`config.mk`:
```
export PLATFORM = sky130hd
export DESIGN_NAME = voice_sched
export DESIGN_NICKNAME = d
export VERILOG_FILES = /design/src/rtl/voice_sched_pkg.sv /design/src/rtl/voice_regs.sv /design/src/rtl/voice_sched.sv
export SDC_FILE = /design/constraint.sdc
export NUM_CORES = 1
export LEC_CHECK = 0
export CORE_ASPECT_RATIO = 1.75
export CORE_UTILIZATION = 56
export CTS_BUF_LIST = sky130_fd_sc_hd__clkbuf_4
export CTS_CLUSTER_SIZE = 25
export DETAILED_ROUTE_END_ITERATION = 8
export GPL_ROUTABILITY_DRIVEN = 0
export MAX_ROUTING_LAYER = met4
export PLACE_DENSITY = 0.79
export SETUP_SLACK_MARGIN = 0.2
export SLEW_MARGIN = 10
export SYNTH_ARGS = -nofsm -noshare
export SYNTH_HDL_FRONTEND = slang
export SYNTH_SLANG_ARGS = --single-unit
```
`constraint.sdc`:
```
create_clock -name clk -period 6.29 [get_ports clk]
set_input_delay 0.629 -clock clk [delete_from_list [all_inputs] [get_ports clk]]
set_output_delay 0.629 -clock clk [all_outputs]
set_load 0.03 [all_outputs]
```
`src/rtl/voice_sched_pkg.sv`:
```
// rtl/voice_sched_pkg.sv - shared widths and sweep FSM states for the voice scheduler
package voice_sched_pkg;

  localparam int NUM_VOICES = 4;
  localparam int VIDX_W     = 2;
  localparam int PHASE_W    = 16;
  localparam int SAMPLE_W   = 8;
  localparam int ACC_W      = 10;

  typedef enum logic [2:0] {
    IDLE,
    ISSUE,
    WAIT,
    ADV,
    DONE
  } state_t;

endpackage

```
`src/rtl/voice_regs.sv`:
```
// rtl/voice_regs.sv - live inc/en config, per-frame shadow copies and voice phase accumulators
module voice_regs
  import voice_sched_pkg::*;
(
  input  logic                clk,
  input  logic                rst,
  input  logic                cfg_we_i,
  input  logic [VIDX_W-1:0]   cfg_voice_i,
  input  logic [PHASE_W-1:0]  cfg_inc_i,
  input  logic                cfg_en_i,
  input  logic                snap_i,
  input  logic                adv_i,
  input  logic [VIDX_W-1:0]   voice_i,
  output logic                cur_en_o,
  output logic [SAMPLE_W-1:0] cur_addr_o,
  output logic [SAMPLE_W-1:0] phase0_o
);

  logic [NUM_VOICES-1:0][PHASE_W-1:0] inc_q, inc_d;
  logic [NUM_VOICES-1:0][PHASE_W-1:0] inc_sh_q, inc_sh_d;
  logic [NUM_VOICES-1:0][PHASE_W-1:0] phase_q, phase_d;
  logic [NUM_VOICES-1:0]              en_q, en_d;
  logic [NUM_VOICES-1:0]              en_sh_q, en_sh_d;

  always_comb begin
    inc_d    = inc_q;
    en_d     = en_q;
    inc_sh_d = inc_sh_q;
    en_sh_d  = en_sh_q;
    phase_d  = phase_q;
    if (cfg_we_i) begin
      inc_d[cfg_voice_i] = cfg_inc_i;
      en_d[cfg_voice_i]  = cfg_en_i;
    end
    // Snapshot takes the registered values, so a write in the same cycle lands after the copy.
    if (snap_i) begin
      inc_sh_d = inc_q;
      en_sh_d  = en_q;
    end
    if (adv_i && en_sh_q[voice_i]) begin
      phase_d[voice_i] = phase_q[voice_i] + inc_sh_q[voice_i];
    end
  end

  always_ff @(posedge clk or posedge rst) begin
    if (rst) begin
      inc_q    <= '0;
      en_q     <= '0;
      inc_sh_q <= '0;
      en_sh_q  <= '0;
      phase_q  <= '0;
    end else begin
      inc_q    <= inc_d;
      en_q     <= en_d;
      inc_sh_q <= inc_sh_d;
      en_sh_q  <= en_sh_d;
      phase_q  <= phase_d;
    end
  end

  assign cur_en_o   = en_sh_q[voice_i];
  assign cur_addr_o = phase_q[voice_i][PHASE_W-1:PHASE_W-SAMPLE_W];
  assign phase0_o   = phase_q[0][PHASE_W-1:PHASE_W-SAMPLE_W];

endmodule

```
`src/rtl/voice_sched.sv`:
```
// rtl/voice_sched.sv - frame-driven sweep over voices sharing one wave ROM, mixing into one sample
module voice_sched
  import voice_sched_pkg::*;
#(
  parameter int NUM_VOICES = voice_sched_pkg::NUM_VOICES
) (
  input  logic                clk,
  input  logic                rst,
  input  logic                frame_tick,
  input  logic                cfg_we,
  input  logic [VIDX_W-1:0]   cfg_voice,
  input  logic [PHASE_W-1:0]  cfg_inc,
  input  logic                cfg_en,
  output logic                rom_req,
  output logic [SAMPLE_W-1:0] rom_addr,
  input  logic [SAMPLE_W-1:0] rom_data,
  output logic [SAMPLE_W-1:0] sample,
  output logic                sample_valid,
  output logic                busy,
  output logic                overrun,
  output logic [SAMPLE_W-1:0] phase
);

  state_t              state_q, state_d;
  logic [VIDX_W-1:0]   voice_q, voice_d;
  logic [ACC_W-1:0]    acc_q, acc_d;
  logic [SAMPLE_W-1:0] sample_q, sample_d;
  logic                sample_valid_q, sample_valid_d;
  logic                overrun_q, overrun_d;
  logic                snap, adv, cur_en;
  logic [SAMPLE_W-1:0] cur_addr;

  voice_regs u_regs (
    .clk         (clk),
    .rst         (rst),
    .cfg_we_i    (cfg_we),
    .cfg_voice_i (cfg_voice),
    .cfg_inc_i   (cfg_inc),
    .cfg_en_i    (cfg_en),
    .snap_i      (snap),
    .adv_i       (adv),
    .voice_i     (voice_q),
    .cur_en_o    (cur_en),
    .cur_addr_o  (cur_addr),
    .phase0_o    (phase)
  );

  always_comb begin
    state_d        = state_q;
    voice_d        = voice_q;
    acc_d          = acc_q;
    sample_d       = sample_q;
    sample_valid_d = 1'b0;
    snap           = 1'b0;
    adv            = 1'b0;
    rom_req        = 1'b0;
    rom_addr       = '0;
    overrun_d      = frame_tick && (state_q != IDLE);
    unique case (state_q)
      IDLE: begin
        if (frame_tick) begin
          state_d = ISSUE;
          voice_d = '0;
          acc_d   = '0;
          snap    = 1'b1;
        end
      end
      ISSUE: begin
        rom_req  = cur_en;
        rom_addr = cur_en ? cur_addr : '0;
        state_d  = WAIT;
      end
      WAIT: begin
        if (cur_en) begin
          acc_d = acc_q + {{(ACC_W-SAMPLE_W){rom_data[SAMPLE_W-1]}}, rom_data};
        end
        state_d = ADV;
      end
      ADV: begin
        adv = 1'b1;
        if (voice_q == VIDX_W'(NUM_VOICES - 1)) begin
          state_d = DONE;
        end else begin
          voice_d = voice_q + VIDX_W'(1);
          state_d = ISSUE;
        end
      end
      DONE: begin
        // Four 8-bit samples fit in 10 bits; dropping two LSBs rescales back to 8.
        sample_d       = acc_q[ACC_W-1 -: SAMPLE_W];
        sample_valid_d = 1'b1;
        state_d        = IDLE;
      end
      default: state_d = IDLE;
    endcase
  end

  always_ff @(posedge clk or posedge rst) begin
    if (rst) begin
      state_q        <= IDLE;
      voice_q        <= '0;
      acc_q          <= '0;
      sample_q       <= '0;
      sample_valid_q <= 1'b0;
      overrun_q      <= 1'b0;
    end else begin
      state_q        <= state_d;
      voice_q        <= voice_d;
      acc_q          <= acc_d;
      sample_q       <= sample_d;
      sample_valid_q <= sample_valid_d;
      overrun_q      <= overrun_d;
    end
  end

  assign sample       = sample_q;
  assign sample_valid = sample_valid_q;
  assign overrun      = overrun_q;
  assign busy         = (state_q != IDLE);

endmodule

```
After elaboration in Yosys (flattened, before gate mapping)
Index checks and enable logic that the tools add are counted.
- add/subtract/negate cells: 3
- $mul: 0
- div/mod/pow operators: 0
- order comparisons: 4
- equality and inequality tests: 8
- shifts and indexed selects: 0
- mux-type cells: 31
- bitwise logic cells: 0
- reductions and logical operators: 10
- operator list (kind ; count):
    bitwise mux 64 bit ; 2
    binary-select mux 16 bit (select 2 bit) ; 2
    demux 16 bit (select 2 bit) ; 2
    2-to-1 mux 16 bit ; 4
    2-to-1 mux 10 bit ; 2
    one-hot mux 10 bit (2 select lines) ; 1
    adder 16 bit ; 1
    2-to-1 mux 8 bit ; 2
    one-hot mux 3 bit (4 select lines) ; 1
    adder 10 bit ; 1
    2-to-1 mux 1 bit ; 7
    equality test 3 x 2 -> 1 bit (second input constant) ; 2
    < comparator 2 x 3 -> 1 bit (second input constant) ; 2
    2-to-1 mux 3 bit ; 2
    inequality test 2 bit (second input constant) ; 3
    AND reduction 3 bit ; 2
    bitwise mux 4 bit ; 1
    greater-or-equal comparator 2 x 1 -> 1 bit (second input constant) ; 2
    logical AND 1 bit ; 4
    2-to-1 mux 2 bit ; 2
    one-hot mux 2 bit (2 select lines) ; 1
    nonzero test 2 bit ; 2
    equality test 3 x 1 -> 1 bit (second input constant) ; 1
    equality test 3 bit (second input constant) ; 1
    other kinds (6) ; 6
- register bits: 225
- latch bits: 0
- bits in writable memories: 0
- bits in read-only memories: 0
- bits of input ports: 31
- output and inout port bits: 28
- word-level logic and storage cells: 76
- memories kept: 0

Logic depth before layout (Yosys ltp)
Gate-level depths: netlist (run 1).
- depth in word-level cells: 5
- mapped depth: 12
- mapped depth without buffers: 10

Modules after synthesis
A second synthesis (run 1) with hierarchy kept.
- cells, all modules: 817
- area, all modules: 10497.6 um^2
- modules (own cells, without submodules) (module ; instances ; cells each ; area each (um^2) ; sequential area each (um^2)):
    voice_regs ; 1 ; 683 ; 9087.5 ; 5004.8
    voice_sched ; 1 ; 134 ; 1410.1 ; 625.6

Worst setup path after synthesis (run 1)
No wires, ideal clock.
- path kind: reg-to-reg
- start: register voice_q[0]
- end: register u_regs.phase_q, in the netlist u_regs.phase0_o[7]
- library setup time: 125 ps
- data arrival time: 3106 ps
- required time: 6165 ps
- slack: 3059 ps
- stages on the path, launching flop included: 12
- buffers on the path: 3
- period minus slack after synthesis: 3231 ps
- cell sequence: dfrtp_1 -> buf_6 -> buf_2 -> buf_2 -> mux4_2 -> ha_1 -> a21oi_1 -> nor2_1 -> a211oi_1 -> a32oi_1 -> xnor2_1 -> mux2_2
- word-level cells in the longest chain between the ends: 5
- elaborated cells on any way between the ends: 14
- those cells by class: 1 x add/sub; 2 x order compare; 9 x mux; 2 x reduce/logical
- ends and longest elaborated chain (item ; RTL line ; RTL):
    start: declaration ; voice_sched.sv:25 ; logic [VIDX_W-1:0] voice_q, voice_d;
    start signal: assignment ; voice_sched.sv:108 ; voice_q <= voice_d;
    branches (longest 5 deep; another with adder 16 bit) ; n/a ;
    end signal: assignment ; voice_regs.sv:57 ; phase_q <= phase_d;
    end: declaration ; voice_regs.sv:21 ; logic [NUM_VOICES-1:0][PHASE_W-1:0] phase_q, phase_d;
Several ways; the timed one is not identified. The select of a mux whose other input is x is not followed.
A chain may end at the register's enable or synchronous reset.

Final worst setup path (run 1)
- start: register voice_q[1]
- end: output port rom_addr[5]
- word-level cells in the longest chain between the ends: 4
- elaborated cells on any way between the ends: 6
- those cells by class: 6 x mux
- ends and longest elaborated chain (item ; RTL line ; RTL):
    binary-select mux 16 bit (select 2 bit) or binary-select mux 1 bit (select 2 bit) (tied branches) ; voice_regs.sv:62, voice_regs.sv:61 ;
    2-to-1 mux 16 bit (implied by the code) or 2-to-1 mux 1 bit (tied branches) ; voice_regs.sv:62, voice_regs.sv:61 ;
    2-to-1 mux 8 bit (*) ; voice_sched.sv:70 ; rom_addr = cur_en ? cur_addr : '0;
    2-to-1 mux 8 bit (*) ; voice_sched.sv:59 ; unique case (state_q)
    end: declaration ; voice_sched.sv:15 ; output logic [SAMPLE_W-1:0] rom_addr,
Every way passes the cells marked *; elsewhere a longest branch is shown, timed or not. The select of a mux whose other input is x is not followed.

==> results_dict.tcl, run 1 <==
set metrics [dict create \
    cp_slowest_cell "nor4b_2" \
    yosys-top-cells-area "dfrtp_1 53%, mux2_2 12%, nand2_1 8.1%, mux4_2 7.0%, ha_1 3.3%" \
    cts_resized 0 \
    post_cts_buffers 0 \
    synth_area_per_cell_um2 12.0 \
    crit_fanout 39 \
    critPathLaunchType "register" \
    hold_buffers 0 \
    ys_seq_area_frac 0.528 \
    period_needed_ps 4150 \
    critPathArrivalTime_ps 3520 \
    synth.distinct_cells 53 \
    setup_viol 0 \
    htreeDepth 2 \
    cp_num_buf_inv 2 \
    drt-initial-drc-count 302 \
    worstSetupPathDepth 6 \
    grtUsageTotal 0.233 \
    fin_skew_ps 23.8 \
    first_pass_iters 5 \
    antenna_found_initial 1 \
    clockBufferDepth 3 \
    synth_edf_count 0 \
    path_delay_family "buffers and inverters" \
    powerDensity_mw_per_mm2 509 \
    synth_fp_nets 947 \
    clock-root-buffer "clkbuf_4" \
    coreArea_mm2 0.0187 \
    hold_viol_final 0 \
    die-area_mm2 0.0196 \
    cts.reportedPaths.clkPinSlew_ps 70 \
    holdWs_ps 451 \
    ff2ff_path_depth 9 \
    fin_crit_sh 0.660 \
    crit_type "register to output port" \
    hp-class "register to register" \
    clock_latency_ps 620 \
    ys_top_cells_by_count "230 x nand2_1, 225 x dfrtp_1, 114 x mux2_2" \
    worst_pin_slew_ps 1190 \
    synth_largest_area_cell "dfrtp_1" \
    num_vias 6848 \
    ir_worst_vdd_uv 221 \
    finalSetupTns_ps 0 \
    fmax_mhz 241 \
    drv_slew 0 \
    end_kind "output port" \
    yosys_most_used_dff "dfrtp_1" \
    start_util 0.572 \
    r2r-start "voice_q[0]$_DFFE_PP0P_" \
    yosysTopAreaCellShare 0.528 \
    rrSetupSlack_ps 2720 \
    wl_um 20500 \
    routedWlPerCell_um 16.8 \
    die-width_um 106 \
    finalNetCount 1017 \
    cp_cell_sequence "buf_4, mux2i_1, mux2_4, nor4b_2, and2_1, clkdlybuf4s50_1" \
    worstPathRequired_ps 5660 \
    crit_end "rom_addr[5]" \
    yosysMostFrequentCell "nand2_1" \
    ys_ff_latch 225 \
    gr-total-overflow 0 \
    clock_sinks 225 \
    portBuffers 58 \
    synthArstFlopShare 1.00 \
    ant_nets 0 \
    grt_pass1_wl_um 35000 \
    grt_max_degree 178 \
    max-slew-margin-rel 0.202 \
    die_h_um 185 \
    route.detailed.drc 0 \
    yosys_warnings 0 \
    cap_violations 0 \
    rsz0062_at_grt "false" \
    status "completed" \
    hpwl_um 13500 \
    cts_tree "yes" \
    area_growth_pct 12.0 \
    vias_per_cell 5.61 \
    drive_gt1_frac 0.264 \
    grt_pass1_vias 7263 \
    critical_path.max_stage_delay_ps 700 \
    timing.rr.end "u_regs.phase_q[62]$_DFFE_PP0P_" \
    syn_area_mm2 0.0107 \
    ioPinCount 59 \
    cts-buffers-inserted 49 \
    netlist_instances 886 \
    setup.worst_path.start "voice_q[1]$_DFFE_PP0P_" \
    fp-row-count 66 \
    leakage_nw 5.68 \
]
layer usage:
layer,wire (um),global-route usage
met3,784,0.0393
met1,7730,0.261
met2,11500,0.409
met4,512,0.0956
met5,0,-
registers in the layout, summed over array words and instances (netlist names), 3 cells and up:
register,cells
sample,8
u_regs.en_q,4
u_regs.phase_q,56
acc_q,10
u_regs.phase0_o,8
state_q,3
u_regs.en_sh_q,4
u_regs.inc_q,64
u_regs.inc_sh_q,64
layout by cell type (no fill, tap or decap), drive strengths merged, types with 10 or more instances in the layout:
cell type        n
a21oi           19
and2            10
clkbuf          68
clkdlybuf4s50   58
dfrtp          225
ha              28
inv             13
mux2           131
mux4            33
nand2          235
nand3           13
nor2            18
o21ai           29
xnor2           12
worst reg2reg max path, stage by stage, from the launching register on:
cell      delay [ps]
dfrtp_2          480
buf_4            560
mux4_2           630
ha_1             380
a21oi_1          230
o21ai_0          260
nor3_1           260
a21oi_1           90
a211oi_1         380
mux2_2           240
cell families after synthesis:
| logic type | Yosys count | share of synthesized area |
|---|---|---|
| multiplexers | 169 | 0.219 |
| flip-flops | 225 | 0.528 |
| AND/OR/NAND/NOR | 309 | 0.131 |
| XOR/XNOR | 19 | 0.0156 |
| AO/OA/AOI/OAI | 75 | 0.0419 |
| adder cells (fa/ha/maj) | 30 | 0.0366 |
| buffers and inverters | 59 | 0.0293 |
worst min-delay path by stage:
stage | cells after the start | slack (ps) | endpoint | startpoint
floorplan | 2 | 430 | u_regs.en_sh_q[1]$_DFFE_PP0P_ | u_regs.en_q[1]$_DFFE_PP0P_
global placement | 2 | 440 | u_regs.inc_sh_q[51]$_DFFE_PP0P_ | u_regs.inc_q[51]$_DFFE_PP0P_
detailed placement | 2 | 440 | u_regs.inc_sh_q[60]$_DFFE_PP0P_ | u_regs.inc_q[60]$_DFFE_PP0P_
CTS | 2 | 460 | u_regs.inc_sh_q[61]$_DFFE_PP0P_ | u_regs.inc_q[61]$_DFFE_PP0P_
global route | 2 | 480 | u_regs.inc_sh_q[53]$_DFFE_PP0P_ | u_regs.inc_q[53]$_DFFE_PP0P_
finish | 2 | 450 | u_regs.inc_sh_q[61]$_DFFE_PP0P_ | u_regs.inc_q[61]$_DFFE_PP0P_
stage by stage:
step / utilization / worst slack (ps) / power, W / instances / instance area [um^2]
after global routing: 0.641 / 1880 / 0.00653 / 1220 / 12000
final: 0.641 / 2140 / 0.00608 / 1220 / 12000
after detailed placement: 0.609 / 2670 / 0.00501 / 1143 / 11400
after floorplan: - / 2720 / 0.00436 / 886 / 10700
after global placement: 0.609 / 2720 / 0.00490 / 1143 / 11400
after CTS: 0.641 / 2010 / 0.00613 / 1219 / 12000
area by class of cell:
class | count | area (um^2)
tap | 238 | 298
sequential | 225 | 5630
antenna | 1 | 2.50
timing repair buffer | 65 | 646
fill | 1435 | 6710
inverter | 13 | 52.6
clock inverter | 8 | 83.8
multi-input combinational | 602 | 4730
clock buffer | 68 | 510
power breakdown:
| part | switching (W) | internal [W] | leakage [nW] |
|---|---|---|---|
| Combinational | 0.00150 | 0.00124 | 2.49 |
| Clock | 0.000513 | 0.000574 | 0.356 |
| Sequential | 0.000291 | 0.00195 | 2.84 |
| Total | 0.00231 | 0.00377 | 5.68 |
Note: power is estimated with default switching activity, not from simulation.
==> run 2: changes to the inputs <==
--- a/config.mk
+++ b/config.mk
@@ -6,13 +6,13 @@
 export NUM_CORES = 1
 export LEC_CHECK = 0
 export CORE_ASPECT_RATIO = 1.75
-export CORE_UTILIZATION = 56
+export CORE_UTILIZATION = 60
 export CTS_BUF_LIST = sky130_fd_sc_hd__clkbuf_4
 export CTS_CLUSTER_SIZE = 25
 export DETAILED_ROUTE_END_ITERATION = 8
 export GPL_ROUTABILITY_DRIVEN = 0
 export MAX_ROUTING_LAYER = met4
-export PLACE_DENSITY = 0.79
+export PLACE_DENSITY = 0.81
 export SETUP_SLACK_MARGIN = 0.2
 export SLEW_MARGIN = 10
 export SYNTH_ARGS = -nofsm -noshare
==> constraint.sdc (replaced) <==
create_clock -name clk -period 4.13 [get_ports clk]
set_input_delay 0.413 -clock clk [delete_from_list [all_inputs] [get_ports clk]]
set_output_delay 0.413 -clock clk [all_outputs]
set_load 0.03 [all_outputs]
==> run 2 against run 1 <==
Flip-flop and latch count unchanged. Wire length is 5.1% higher. Global-route usage rose by 2.5 points. Combinational power rose by 54%. Via count grew 1.6%. Cell count increased by 1.6%. Clock power rose by 53%. Final area grew 1.2%. Setup slack worse by 1800 ps. Largest cell class unchanged.
==> results_dict.tcl, run 2 (synthesized netlist as in run 1, its figures left out) <==
set metrics [dict create \
    rsz0062_at_grt "false" \
    worst_pin_slew_ps 1140 \
    powerDensity_mw_per_mm2 776 \
    grt_pass1_vias 7254 \
    drt-initial-drc-count 255 \
    die-width_um 103 \
    hold_viol_final 0 \
    clock_sinks 225 \
    die-area_mm2 0.0183 \
    grt_pass1_wl_um 35200 \
    antenna_found_initial 1 \
    crit_type "register to output port" \
    start_util 0.611 \
    critPathArrivalTime_ps 3350 \
    finalNonFillerCells 1239 \
    drive_gt1_frac 0.277 \
    hpwl_um 15000 \
    fin_skew_ps 31.6 \
    crit_fanout 11 \
    leakage_nw 5.77 \
    die_h_um 178 \
    grt_max_degree 79 \
    layout_commonest_cell "nand2_1" \
    fill_cells 1291 \
    cts_tree "yes" \
    wl_um 21500 \
    status "completed" \
    cts_resized 0 \
    clock-root-buffer "clkbuf_4" \
    seqCellArea_mm2 0.00563 \
    setup.worst_path.start "voice_q[1]$_DFFE_PP0P_" \
    htreeDepth 2 \
    end_kind "output port" \
    route.detailed.drc 0 \
    final_area_mm2 0.0121 \
    period_needed_ps 3760 \
    dp.cells 1147 \
    critical_path.max_stage_delay_ps 710 \
    cts-buffers-inserted 51 \
    rrSetupSlack_ps 700 \
    fmax_mhz 266 \
    cp_cell_sequence "buf_4, mux2i_1, mux2_4, nor4b_2, buf_4, and2_1, clkdlybuf4s50_1" \
    post_cts_buffers 0 \
    timing.rr.end "u_regs.phase_q[46]$_DFFE_PP0P_" \
    ir_worst_vdd_uv 298 \
    grtUsageTotal 0.258 \
    ant_nets 0 \
    finalSetupTns_ps 0 \
    multi_input_area_mm2 0.00473 \
    top_regs "u_regs.inc_q (64), u_regs.inc_sh_q (64), u_regs.phase_q (56)" \
    crit_path_frequent_cell "buf_4" \
    drv_slew 0 \
    vias_per_cell 5.61 \
    first_pass_iters 4 \
    cts.reportedPaths.clkPinSlew_ps 70 \
    gr-total-overflow 0 \
    clockBufferDepth 3 \
    fin_crit_sh 0.911 \
    area_growth_pct 13.4 \
    coreArea_mm2 0.0175 \
    place_area_mm2 0.0115 \
    final_util 0.693 \
    cap_violations 0 \
    cp_slowest_cell "dfrtp_1" \
    num_vias 6956 \
    hold_buffers 0 \
    setup_viol 0 \
    final_cell_mix "229 x nand2_1, 224 x dfrtp_1, 114 x mux2_2" \
    ff2ff_path_depth 10 \
    portBuffers 58 \
    worstPathRequired_ps 3720 \
    r2r-start "voice_q[0]$_DFFE_PP0P_" \
    routedWlPerCell_um 17.4 \
    fp-row-count 64 \
    clock_latency_ps 640 \
    hp-class "input pin to asynchronous set/reset pin" \
    critPathLaunchType "register" \
    max-slew-margin-rel 0.241 \
    finalNetCount 1030 \
    ioPinCount 59 \
]
-- run 2: changes by cell type in the layout (fill, tap and decap cells not counted) --
cell | previous run | this run
buf_4 | 6 | 15
clkbuf_4 | 68 | 76
clkinv_1 | 4 | 10
buf_12 | 1 | 3
bufinv_16 | 2 | 0
clkinvlp_4 | 1 | 3
clkinv_2 | 1 | 2
-- run 2: layout make-up --
type / count / share of cell area
clock buffers: 76 / 0.0472
flip-flops and latches: 225 / 0.465
repair buffers: 76 / 0.0623
inverters: 13 / 0.00434
multi-input cells: 602 / 0.391
diodes: 1 / 0.000207
well taps: 231 / 0.0239
clock inverters: 15 / 0.00548
-- run 2: how the worst max path moves through the flow --
| stage | end | slack (ps) | cells after the start |
|---|---|---|---|
| 3_3_place_gp | u_regs.phase_q[30]$_DFFE_PP0P_ | 770 | 10 |
| 5_1_grt | rom_addr[2] | 230 | 6 |
| 4_1_cts | rom_addr[7] | 360 | 7 |
| 2_1_floorplan | acc_q[0]$_DFFE_PP0P_ | 780 | 1 |
| 6_report | rom_addr[0] | 370 | 7 |
| 3_5_place_dp | u_regs.phase_q[30]$_DFFE_PP0P_ | 690 | 10 |
-- run 2: through the flow --
stage	power (W)	setup slack [ps]	hold slack (ps)
after floorplan	0.00664	779	433
after global placement	0.00756	772	441
after detailed placement	0.00775	687	444
after CTS	0.00944	360	324
after global routing	0.0100	234	394
final	0.00939	367	321
-- run 2: worst max-delay path, delay by kind of cell, from the launching register on --
family,cells,cell delay (ps)
flops,1,710
mux,2,430
buf+inv,3,1230
simple gates,2,360
-- run 2: where the power goes --
| part | leakage, nW | total [W] | internal (W) | switching, W |
|---|---|---|---|---|
| Combinational | 2.55 | 0.00423 | 0.00194 | 0.00229 |
| Clock | 0.378 | 0.00167 | 0.000844 | 0.000827 |
| Sequential | 2.84 | 0.00349 | 0.00298 | 0.000512 |
-- run 2: metal layers --
layer,part of all wire,vias to the layer above,track usage
li1,-,3243,-
met1,0.39,3526,0.288
met2,0.55,143,0.459
met3,0.033,44,0.0337
met4,0.027,0,0.103
met5,0,-,-
==> run 3: changes to the inputs <==
--- a/config.mk
+++ b/config.mk
@@ -6,13 +6,14 @@
 export NUM_CORES = 1
 export LEC_CHECK = 0
 export CORE_ASPECT_RATIO = 1.75
-export CORE_UTILIZATION = 60
+export CORE_UTILIZATION = 50
 export CTS_BUF_LIST = sky130_fd_sc_hd__clkbuf_4
 export CTS_CLUSTER_SIZE = 25
 export DETAILED_ROUTE_END_ITERATION = 8
 export GPL_ROUTABILITY_DRIVEN = 0
+export GPL_TIMING_DRIVEN = 1
 export MAX_ROUTING_LAYER = met4
-export PLACE_DENSITY = 0.81
+export PLACE_DENSITY = 0.7
 export SETUP_SLACK_MARGIN = 0.2
 export SLEW_MARGIN = 10
 export SYNTH_ARGS = -nofsm -noshare
==> run 3 against run 2 <==
Non-clock buffer count decreased by 8. Setup slack better by 430 ps. Largest power group unchanged. Register-to-register slack improved by 310 ps. Critical endpoint unchanged. Hold slack lost 54 ps. Power grew 0.33%. First-iteration DRC count grew 36%. Fmax is 13% higher. Via count fell by 1.1%. Combinational power barely moved. Cell count up 1.0%. Global-route usage fell by 4.4 points. Flip-flop and latch count did not move.
==> results_dict.tcl, run 3 (synthesized netlist as in run 1, its figures left out) <==
set metrics [dict create \
    num_vias 6879 \
    routedWlPerCell_um 17.1 \
    finalNetCount 1021 \
    clockBufferDepth 3 \
    ioPinCount 59 \
    drv_slew 0 \
    end_kind "output port" \
    status "completed" \
    worst_pin_slew_ps 1220 \
    cts.reportedPaths.clkPinSlew_ps 70 \
    crit_fanout 10 \
    hold_buffers 0 \
    critPathLaunchType "register" \
    top_regs "u_regs.inc_q (64), u_regs.inc_sh_q (64), u_regs.phase_q (56)" \
    fmax_mhz 300 \
    portBuffers 58 \
    htreeDepth 2 \
    fin_skew_ps 34.9 \
    finalNonFillerCells 1252 \
    coreArea_mm2 0.0209 \
    seqCellArea_mm2 0.00563 \
    setup_viol 0 \
    layout_commonest_cell "nand2_1" \
    die-area_mm2 0.0220 \
    grt_pass1_wl_um 36100 \
    drt-initial-drc-count 346 \
    hp-class "input pin to asynchronous set/reset pin" \
    worstPathRequired_ps 3720 \
    fp-row-count 70 \
    leakage_nw 5.76 \
    ir_worst_vdd_uv 281 \
    final_cell_mix "229 x nand2_1, 224 x dfrtp_1, 114 x mux2_2" \
    clock-root-buffer "clkbuf_4" \
    gr-max-usage-layer "met2" \
    cts_tree "yes" \
    clock_sinks 225 \
    rsz0062_at_grt "false" \
    use_met1 0.232 \
    rrSetupSlack_ps 1010 \
    max-slew-margin-rel 0.183 \
    die_h_um 195 \
    cap_violations 0 \
    fin_crit_sh 0.808 \
    fill_cells 1739 \
    switching_share 0.380 \
    ant_nets 0 \
    area_growth_pct 13.6 \
    grt.met2_usage 0.389 \
    period_needed_ps 3340 \
    wl_um 21400 \
    drive_gt1_frac 0.267 \
    finalSetupTns_ps 0 \
    powerDensity_mw_per_mm2 777 \
    first_pass_iters 4 \
    dp.cells 1160 \
    gr-total-overflow 0 \
    start_util 0.510 \
    clockPowerShare 0.188 \
    die-width_um 112 \
    critPathArrivalTime_ps 2920 \
    route.detailed.drc 0 \
    multi_input_area_mm2 0.00474 \
    grtUsageTotal 0.214 \
    crit_type "register to output port" \
    antenna_found_initial 1 \
    p_switching_w 0.00358 \
    grt_max_degree 79 \
    post_cts_buffers 0 \
    cts_resized 0 \
    clock_latency_ps 660 \
    internal_power_w 0.00584 \
    comb_power_share 0.448 \
    hold_viol_final 0 \
    vias_per_cell 5.49 \
    met3_usage 0.0307 \
    grt_pass1_vias 7310 \
    power_frac_seq 0.364 \
    hpwl_um 14300 \
    cts-buffers-inserted 50 \
]
run 3: changes by cell type in the layout (fill, tap and decap cells not counted):
cell	previous run	this run
buf_12	3	5
buf_4	15	5
bufinv_16	0	2
clkbuf_4	76	72
clkinv_1	10	14
clkinv_2	2	3
clkinvlp_4	3	1
inv_2	1	0
nand2_2	2	1
nand2_4	0	1
run 3: path summary, 6_finish.rpt:
check / from / to / cells after the start
max in group asynchronous: rst / u_regs.inc_sh_q[30]$_DFFE_PP0P_ / 3
min in group clk: u_regs.inc_q[8]$_DFFE_PP0P_ / u_regs.inc_sh_q[8]$_DFFE_PP0P_ / 2
max: voice_q[0]$_DFFE_PP0P_ / rom_addr[0] / 6
min reg2reg: u_regs.inc_q[8]$_DFFE_PP0P_ / u_regs.inc_sh_q[8]$_DFFE_PP0P_ / 2
min: rst / acc_q[1]$_DFFE_PP0P_ / 2
max reg2reg: voice_q[1]$_DFFE_PP0P_ / u_regs.phase0_o[2]$_DFFE_PP0P_ / 11
run 3: layout make-up:
class,count,area share
clock buffers,72,0.0446
well taps,252,0.0260
diodes,1,0.000206
repair buffers,68,0.0592
multi-input cells,602,0.391
flip-flops and latches,225,0.464
inverters,13,0.00433
clock inverters,19,0.0105
run 3: layer usage:
metal / up-vias / routed length, um
met4: 0 / 586
li1: 3237 / -
met3: 49 / 639
met2: 141 / 11700
met1: 3452 / 8520
met5: - / 0
run 3: power groups by stage:
| stage | Clock, W | Combinational, W | Sequential [W] |
|---|---|---|---|
| 2_1_floorplan | 0 | 0.00328 | 0.00336 |
| 3_3_place_gp | 0 | 0.00414 | 0.00344 |
| 3_5_place_dp | 0 | 0.00423 | 0.00348 |
| 4_1_cts | 0.00183 | 0.00425 | 0.00343 |
| 5_1_grt | 0.00193 | 0.00465 | 0.00352 |
| 6_report | 0.00178 | 0.00422 | 0.00343 |
run 3: worst max-delay path, cell delays in order (launching register included):
cell and delay (ps):
dfrtp_2 430, buf_4 200, mux2_4 350, nor4b_2 220
buf_4 220, and2_1 180, clkdlybuf4s50_1 670
run 3: per-stage QoR:
step           utilization  instance area (um^2)  worst slack (ps)  power [W]  hold WS (ps)
2_1_floorplan            -                 10700               779    0.00664           433
3_3_place_gp         0.547                 11500              1100    0.00758           442
3_5_place_dp         0.547                 11500              1030    0.00770           446
4_1_cts              0.579                 12100               759    0.00952           270
5_1_grt              0.579                 12100               647     0.0101           327
6_report             0.579                 12100               794    0.00942           268
